File: src/rtl/serial_deserializer_pkg.sv
// deser_pkg: shared constants for serial_deserializer.
// Defining DESER_PARITY_EN appends one even-parity bit to every serial frame.
package deser_pkg;
  localparam int DEF_WIDTH = 4;
`ifdef DESER_PARITY_EN
  localparam int PAR_BITS = 1;
`else
  localparam int PAR_BITS = 0;
`endif
  localparam int CNT_W = $clog2(DEF_WIDTH + 1);
  typedef logic [CNT_W-1:0] cnt_t;
  function automatic int frame_len(input int w);
    return w + PAR_BITS;
  endfunction
endpackage

File: src/rtl/serial_deserializer_if.sv
// serial_deserializer_if: serial bit input and parallel word output handshakes.
interface serial_deserializer_if
  import deser_pkg::*;
#(
  parameter int WIDTH = DEF_WIDTH
);
  logic clear;
  logic in_bit;
  logic in_valid;
  logic in_ready;
  logic [WIDTH-1:0] out_data;
  logic out_err;
  logic out_valid;
  logic out_ready;
  modport master (
    output clear, in_bit, in_valid, out_ready,
    input  in_ready, out_data, out_err, out_valid
  );
  modport slave (
    input  clear, in_bit, in_valid, out_ready,
    output in_ready, out_data, out_err, out_valid
  );
endinterface

File: src/rtl/serial_deserializer_demux.sv
// demux1toN: steers a single write strobe onto one of WIDTH one-hot enables.
module demux1toN #(
  parameter int WIDTH = 4,
  parameter int SEL_W = 3
) (
  input  logic             din,
  input  logic [SEL_W-1:0] sel,
  output logic [WIDTH-1:0] we
);
  for (genvar i = 0; i < WIDTH; i++) begin : g_we
    assign we[i] = din && (sel == SEL_W'(i));
  end
endmodule

File: src/rtl/serial_deserializer.sv
// serial_deserializer: MSB-first serial-to-parallel receiver with a one-word output holding register.
// Optional even-parity checking is enabled by defining DESER_PARITY_EN.
module serial_deserializer
  import deser_pkg::*;
#(
  parameter int WIDTH = DEF_WIDTH
) (
  input logic clk,
  input logic reset_n,
  serial_deserializer_if.slave s
);
  localparam int FRAME = frame_len(WIDTH);
  localparam int CW = $clog2(WIDTH + 1);
  localparam logic [CW-1:0] LAST = CW'(FRAME - 1);
  logic [CW-1:0] cnt_q, cnt_d;
  logic [FRAME-1:0] asm_q, asm_d, asm_full, we;
  logic [WIDTH-1:0] data_q, data_d;
  logic err_q, err_d, vld_q, vld_d;
  logic last, take, load;
  assign last = cnt_q == LAST;
  assign s.in_ready = !(last && vld_q && !s.out_ready);
  assign take = s.in_valid && s.in_ready && !s.clear;
  assign load = take && last;
  demux1toN #(.WIDTH(FRAME), .SEL_W(CW)) u_demux (.din(take), .sel(cnt_q), .we(we));
  // counter value k writes assembly bit FRAME-1-k, so the first bit lands in the MSB
  always_comb begin
    asm_full = asm_q;
    for (int i = 0; i < FRAME; i++) asm_full[FRAME-1-i] = we[i] ? s.in_bit : asm_q[FRAME-1-i];
    cnt_d = s.clear ? '0 : take ? (last ? '0 : cnt_q + CW'(1)) : cnt_q;
    asm_d = s.clear ? '0 : asm_full;
    vld_d = load || (vld_q && !s.out_ready);
    data_d = load ? asm_full[FRAME-1 -: WIDTH] : data_q;
`ifdef DESER_PARITY_EN
    err_d = load ? ^asm_full : err_q;
`else
    err_d = 1'b0;
`endif
  end
  always_ff @(posedge clk) begin
    if (!reset_n) begin
      cnt_q <= '0;
      asm_q <= '0;
      data_q <= '0;
      err_q <= 1'b0;
      vld_q <= 1'b0;
    end else begin
      cnt_q <= cnt_d;
      asm_q <= asm_d;
      data_q <= data_d;
      err_q <= err_d;
      vld_q <= vld_d;
    end
  end
  assign s.out_data = data_q;
  assign s.out_err = err_q;
  assign s.out_valid = vld_q;
endmodule
File: src/flat_wrapper.sv
// flat-port wrapper written by rule: the top's interface ports become plain ports
module serial_deserializer_flat import deser_pkg::*;
#(
  parameter int WIDTH = DEF_WIDTH
)
  (clk, reset_n, s_clear, s_in_bit, s_in_valid, s_out_ready, s_in_ready, s_out_data, s_out_err, s_out_valid);
  serial_deserializer_if #(.WIDTH(WIDTH)) s_i ();
  input logic clk;
  input logic reset_n;
  input wire logic [$bits(s_i.clear)-1:0] s_clear;
  input wire logic [$bits(s_i.in_bit)-1:0] s_in_bit;
  input wire logic [$bits(s_i.in_valid)-1:0] s_in_valid;
  input wire logic [$bits(s_i.out_ready)-1:0] s_out_ready;
  output wire logic [$bits(s_i.in_ready)-1:0] s_in_ready;
  output wire logic [$bits(s_i.out_data)-1:0] s_out_data;
  output wire logic [$bits(s_i.out_err)-1:0] s_out_err;
  output wire logic [$bits(s_i.out_valid)-1:0] s_out_valid;
  assign s_i.clear = s_clear;
  assign s_i.in_bit = s_in_bit;
  assign s_i.in_valid = s_in_valid;
  assign s_i.out_ready = s_out_ready;
  assign s_in_ready = s_i.in_ready;
  assign s_out_data = s_i.out_data;
  assign s_out_err = s_i.out_err;
  assign s_out_valid = s_i.out_valid;
  serial_deserializer #(.WIDTH(WIDTH)) u_core (.clk(clk), .reset_n(reset_n), .s(s_i));
endmodule
File: config.mk
export PLATFORM = sky130hd
export DESIGN_NAME = serial_deserializer_flat
export DESIGN_NICKNAME = d
export VERILOG_FILES = /design/src/rtl/serial_deserializer_pkg.sv /design/src/rtl/serial_deserializer_if.sv /design/src/rtl/serial_deserializer_demux.sv /design/src/rtl/serial_deserializer.sv /design/src/flat_wrapper.sv
export SDC_FILE = /design/constraint.sdc
export NUM_CORES = 1
export LEC_CHECK = 0
export ABC_AREA = 1
export BUFFER_PORTS_ARGS = -buffer_cell sky130_fd_sc_hd__buf_4
export CAP_MARGIN = 20
export CORE_AREA = 5 5 42 44
export CTS_CLUSTER_SIZE = 40
export DETAILED_ROUTE_END_ITERATION = 10
export DIE_AREA = 0 0 47 49
export GPL_ROUTABILITY_DRIVEN = 0
export PLACE_DENSITY_LB_ADDON = 0.2
export SYNTH_ARGS = -nofsm -noshare
export SYNTH_HDL_FRONTEND = slang
export SYNTH_SLANG_ARGS = --single-unit
File: constraint.sdc
create_clock -name clk -period 2.91 [get_ports clk]
set_input_delay 0.291 -clock clk [delete_from_list [all_inputs] [get_ports clk]]
set_output_delay 0.291 -clock clk [all_outputs]
set_load 0.01 [all_outputs]
==> qor.log <==
[die] Placement Rows 14
[clock_tree] Clock transition at path regs 0.07 ns
[sta] final period utilization 0.5692
[clock_tree] number of hold-repair buffers added at the cts stage 0
[route] via-per-instance ratio 4.673
[sta] setup slack of the critical path after layout 1.254 ns
[sta] Fmax 603.7 MHz
[sta] setup repair after global routing missed its margin no
[synthesis] post-synthesis sequential area ratio 0.3621
[hold_path] worst hold start s_in_bit
[clock_tree] CTS tree yes
[setup_path] Stages on worst setup path 5
[setup_path] worst-path cell chain ha_1 > inv_1 > nor2_4 > nand2_4 > buf_4
[synthesis] synthesized cell area 608.1 sq um
[sta] max-slew violation count 0
[placed_design] Post-Place Worst Slack 1.585 ns
[setup_path] depth of the worst register-to-register path 8
[cells_and_area] net count reported at finish 105
[sta] final sum of negative setup slack 0 ns
[route] post-detailed-routing wire length 1093 microns
[clock_tree] TritonCTS buffer count 3
[setup_path] buffer and inverter count on the worst path 2
[placed_design] hpwl dp 852.3 microns
[route] number of optimization iterations in the first detailed-route pass 4
[grt] global-route wire length before repair 1856 microns
[setup_path] worst stage delay on the critical path 0.41 ns
[synthesis] Yosys top cell by area sky130_fd_sc_hd__dfxtp_1
[sta] minimum clock period 1.656 ns
[setup_path] gate family responsible for the most delay along the worst path flip-flops
[placed_design] # port buffers 11
[synthesis] cell with the most instances after synthesis sky130_fd_sc_hd__inv_1
[power_and_ir_drop] ratio of total power to cell area 387.6 nW/um^2
[clock_tree] CTS Root Cell sky130_fd_sc_hd__clkbuf_4
[hold_path] type of the tightest min-delay check in -> reg
[grt] pin count of the biggest net entering global routing 9
[hold_path] terminating pin of the worst hold path u_core.s.out_data[0]
[die] die area 2303 sq um
[clock_tree] clock latency at the later pin of the worst-skew pair 0.27 ns
[setup_path] arrival time of the worst setup path 1.37 ns
[cells_and_area] layout cells sized above 1 0.2447
[sta] Final setup viols 0
[die] floorplan die width 47 microns
[run] number of max-capacitance violations reported 0
[clock_tree] buffer count from post-CTS setup fixing 0
[setup_path] kind of critical path reg -> out
[synthesis] top flip-flop cell by instance count after synthesis sky130_fd_sc_hd__dfxtp_1
[synthesis] number of distinct library cell variants in the gate-level netlist after synthesis 19
[route] Antenna Nets Post-Route 0
[setup_path] setup slack on the worst flop-to-flop path 1.58 ns
[grt] total track usage 0.1106
[synthesis] number of flops mapped to enable cells by yosys 0
[clock_tree] CTS-repair resized insts 0
[grt] number of antenna violations at the first check in global routing 0
[power_and_ir_drop] Max VDD drop 0.0002420 V
[route] DRC violations left 0
[grt] number of global-route vias before repair 467
[synthesis] fraction of post-synthesis cell area in the top cell type by area 0.3621
[setup_path] critical-path cell with the highest stage delay sky130_fd_sc_hd__dfxtp_1
[die] starting density of the core 0.4339
[clock_tree] maximum level of the CTS H-tree 1
[setup_path] endpoint of the worst register-to-register path u_core.s.out_data[3]
[synthesis] Async SR Flop Fraction 0
[setup_path] required time at the worst-slack endpoint 2.62 ns
[synthesis] Post-Synthesis Mean Instance Area 7.601 sq um
[cells_and_area] layout filler cell count 148
[grt] total global routing overflow 0
[hold_path] Min-Delay Path Depth 3
[die] core region area 1401 sq um
[synthesis] #FFs+latches synth 11
[cells_and_area] number of diodes added for antenna fixing 0
[clock_tree] maximum count of clock buffers along a single path 2
[setup_path] kind of end point of the critical path output pin
[route] violation count after the first detailed-routing iteration 7
[setup_path] launch point of the worst reg-to-reg path u_core.cnt_q[0]
[synthesis] Syn Nets 90
[setup_path] launching element type of the critical path flop
[route] routed vias 514
[synthesis] most numerous cell types in the synthesized netlist sky130_fd_sc_hd__inv_1, sky130_fd_sc_hd__dfxtp_1, sky130_fd_sc_hd__nand2_1
[cells_and_area] layout-stage area growth over the synthesis result 19.96%
[power_and_ir_drop] P_leak 0.3480 nW
[synthesis] cell types occupying the most area after synthesis sky130_fd_sc_hd__dfxtp_1, sky130_fd_sc_hd__inv_1, sky130_fd_sc_hd__a21oi_1
[outcome] run status finished clean
[synthesis] Yosys Warn Count 0
[sta] final hold violation count 0
[sta] Worst Skew 0.002953 ns
[route] wire length per cell 9.936 microns
[clock_tree] number of clock sinks seen by CTS 11
[setup_path] crit path max fanout 8
[sta] worst hold slack 0.2951 ns
[power_and_ir_drop] total power after layout 0.2827 mW
[die] number of top-level pins 13
[die] floorplan die height 49 microns
[synthesis] cell count after synthesis 80
[stage by stage]
stage / std cells / util / area (sq um)
2_1_floorplan: 80 / - / 608.1
3_3_place_gp: 106 / 0.5018 / 703.2
3_5_place_dp: 106 / 0.5018 / 703.2
4_1_cts: 110 / 0.5205 / 729.5
5_1_grt: 110 / 0.5205 / 729.5
6_report: 110 / 0.5205 / 729.5
[layout make-up]
| type | instances | area, sq um | share of cell area |
|---|---|---|---|
| Clock buffer | 4 | 26.28 | 0.03602 |
| Inverter | 20 | 76.32 | 0.1046 |
| Multi-Input combinational cell | 48 | 304.0 | 0.4168 |
| Sequential cell | 11 | 220.2 | 0.3019 |
| Tap cell | 16 | 20.02 | 0.02744 |
| Timing Repair Buffer | 11 | 82.58 | 0.1132 |
[per-layer routing]
layer | GRT usage | wire [microns] | up-vias
met5 | 0 | 0 | -
met4 | 0.05530 | 17 | 0
met3 | 0.03321 | 79 | 2
met2 | 0.1742 | 502 | 13
met1 | 0.1300 | 493 | 225
li1 | - | - | 274
[sequential cells by signal, summed over array words and instances, names as in the netlist]
register and cells:
u_core.asm_q 3, u_core.s.out_valid 1, u_core.cnt_q 3, u_core.s.out_data 4
[worst min-delay path, cell delays in order]
cell	delay [ns]
sky130_fd_sc_hd__buf_4	0.13
sky130_fd_sc_hd__nand2_2	0.05
sky130_fd_sc_hd__a21oi_1	0.05
[how the worst max path moves through the flow]
stage                     from                   end  slack (ns)
2_1_floorplan  u_core.cnt_q[0]  u_core.s.out_data[1]        1.72
3_3_place_gp   u_core.cnt_q[0]            s_in_ready        1.62
3_5_place_dp   u_core.cnt_q[0]            s_in_ready        1.59
4_1_cts        u_core.cnt_q[0]            s_in_ready        1.23
5_1_grt        u_core.cnt_q[0]            s_in_ready        1.17
6_report       u_core.cnt_q[0]            s_in_ready        1.25
[kinds of logic (layout without fill, tap and decap cells)]
kind of cell / count (synthesis) / in the layout / synth area share
buffers and inverters: 21 / 35 / 0.1378
adder cells (fa/ha/maj): 4 / 4 / 0.08231
AND/OR/NAND/NOR: 32 / 32 / 0.3169
other: 1 / 1 / 0.006167
AO/OA/AOI/OAI: 11 / 11 / 0.09466
flip-flops: 11 / 11 / 0.3621
[report_power, final]
| group | switching [mW] | total [mW] | leakage (nW) | internal (mW) |
|---|---|---|---|---|
| registers | 0.000840 | 0.152 | 0.0887 | 0.151 |
| clock network | 0.0554 | 0.109 | 0.0150 | 0.0532 |
| logic | 0.0132 | 0.0220 | 0.244 | 0.00887 |
[cell usage in the layout, fill, tap and decap left out, drive strengths merged]
cell type | synthesis | routed
dfxtp | 11 | 11
nand3 | 7 | 7
o211ai | 1 | 1
ha | 4 | 4
nand2 | 14 | 14
inv | 19 | 19
clkbuf | 0 | 4
nand4 | 3 | 3
a21oi | 10 | 10
buf | 1 | 11
nor2 | 8 | 8
conb | 1 | 1
clkinv | 1 | 1
Power figures use the tool's default switching activity.
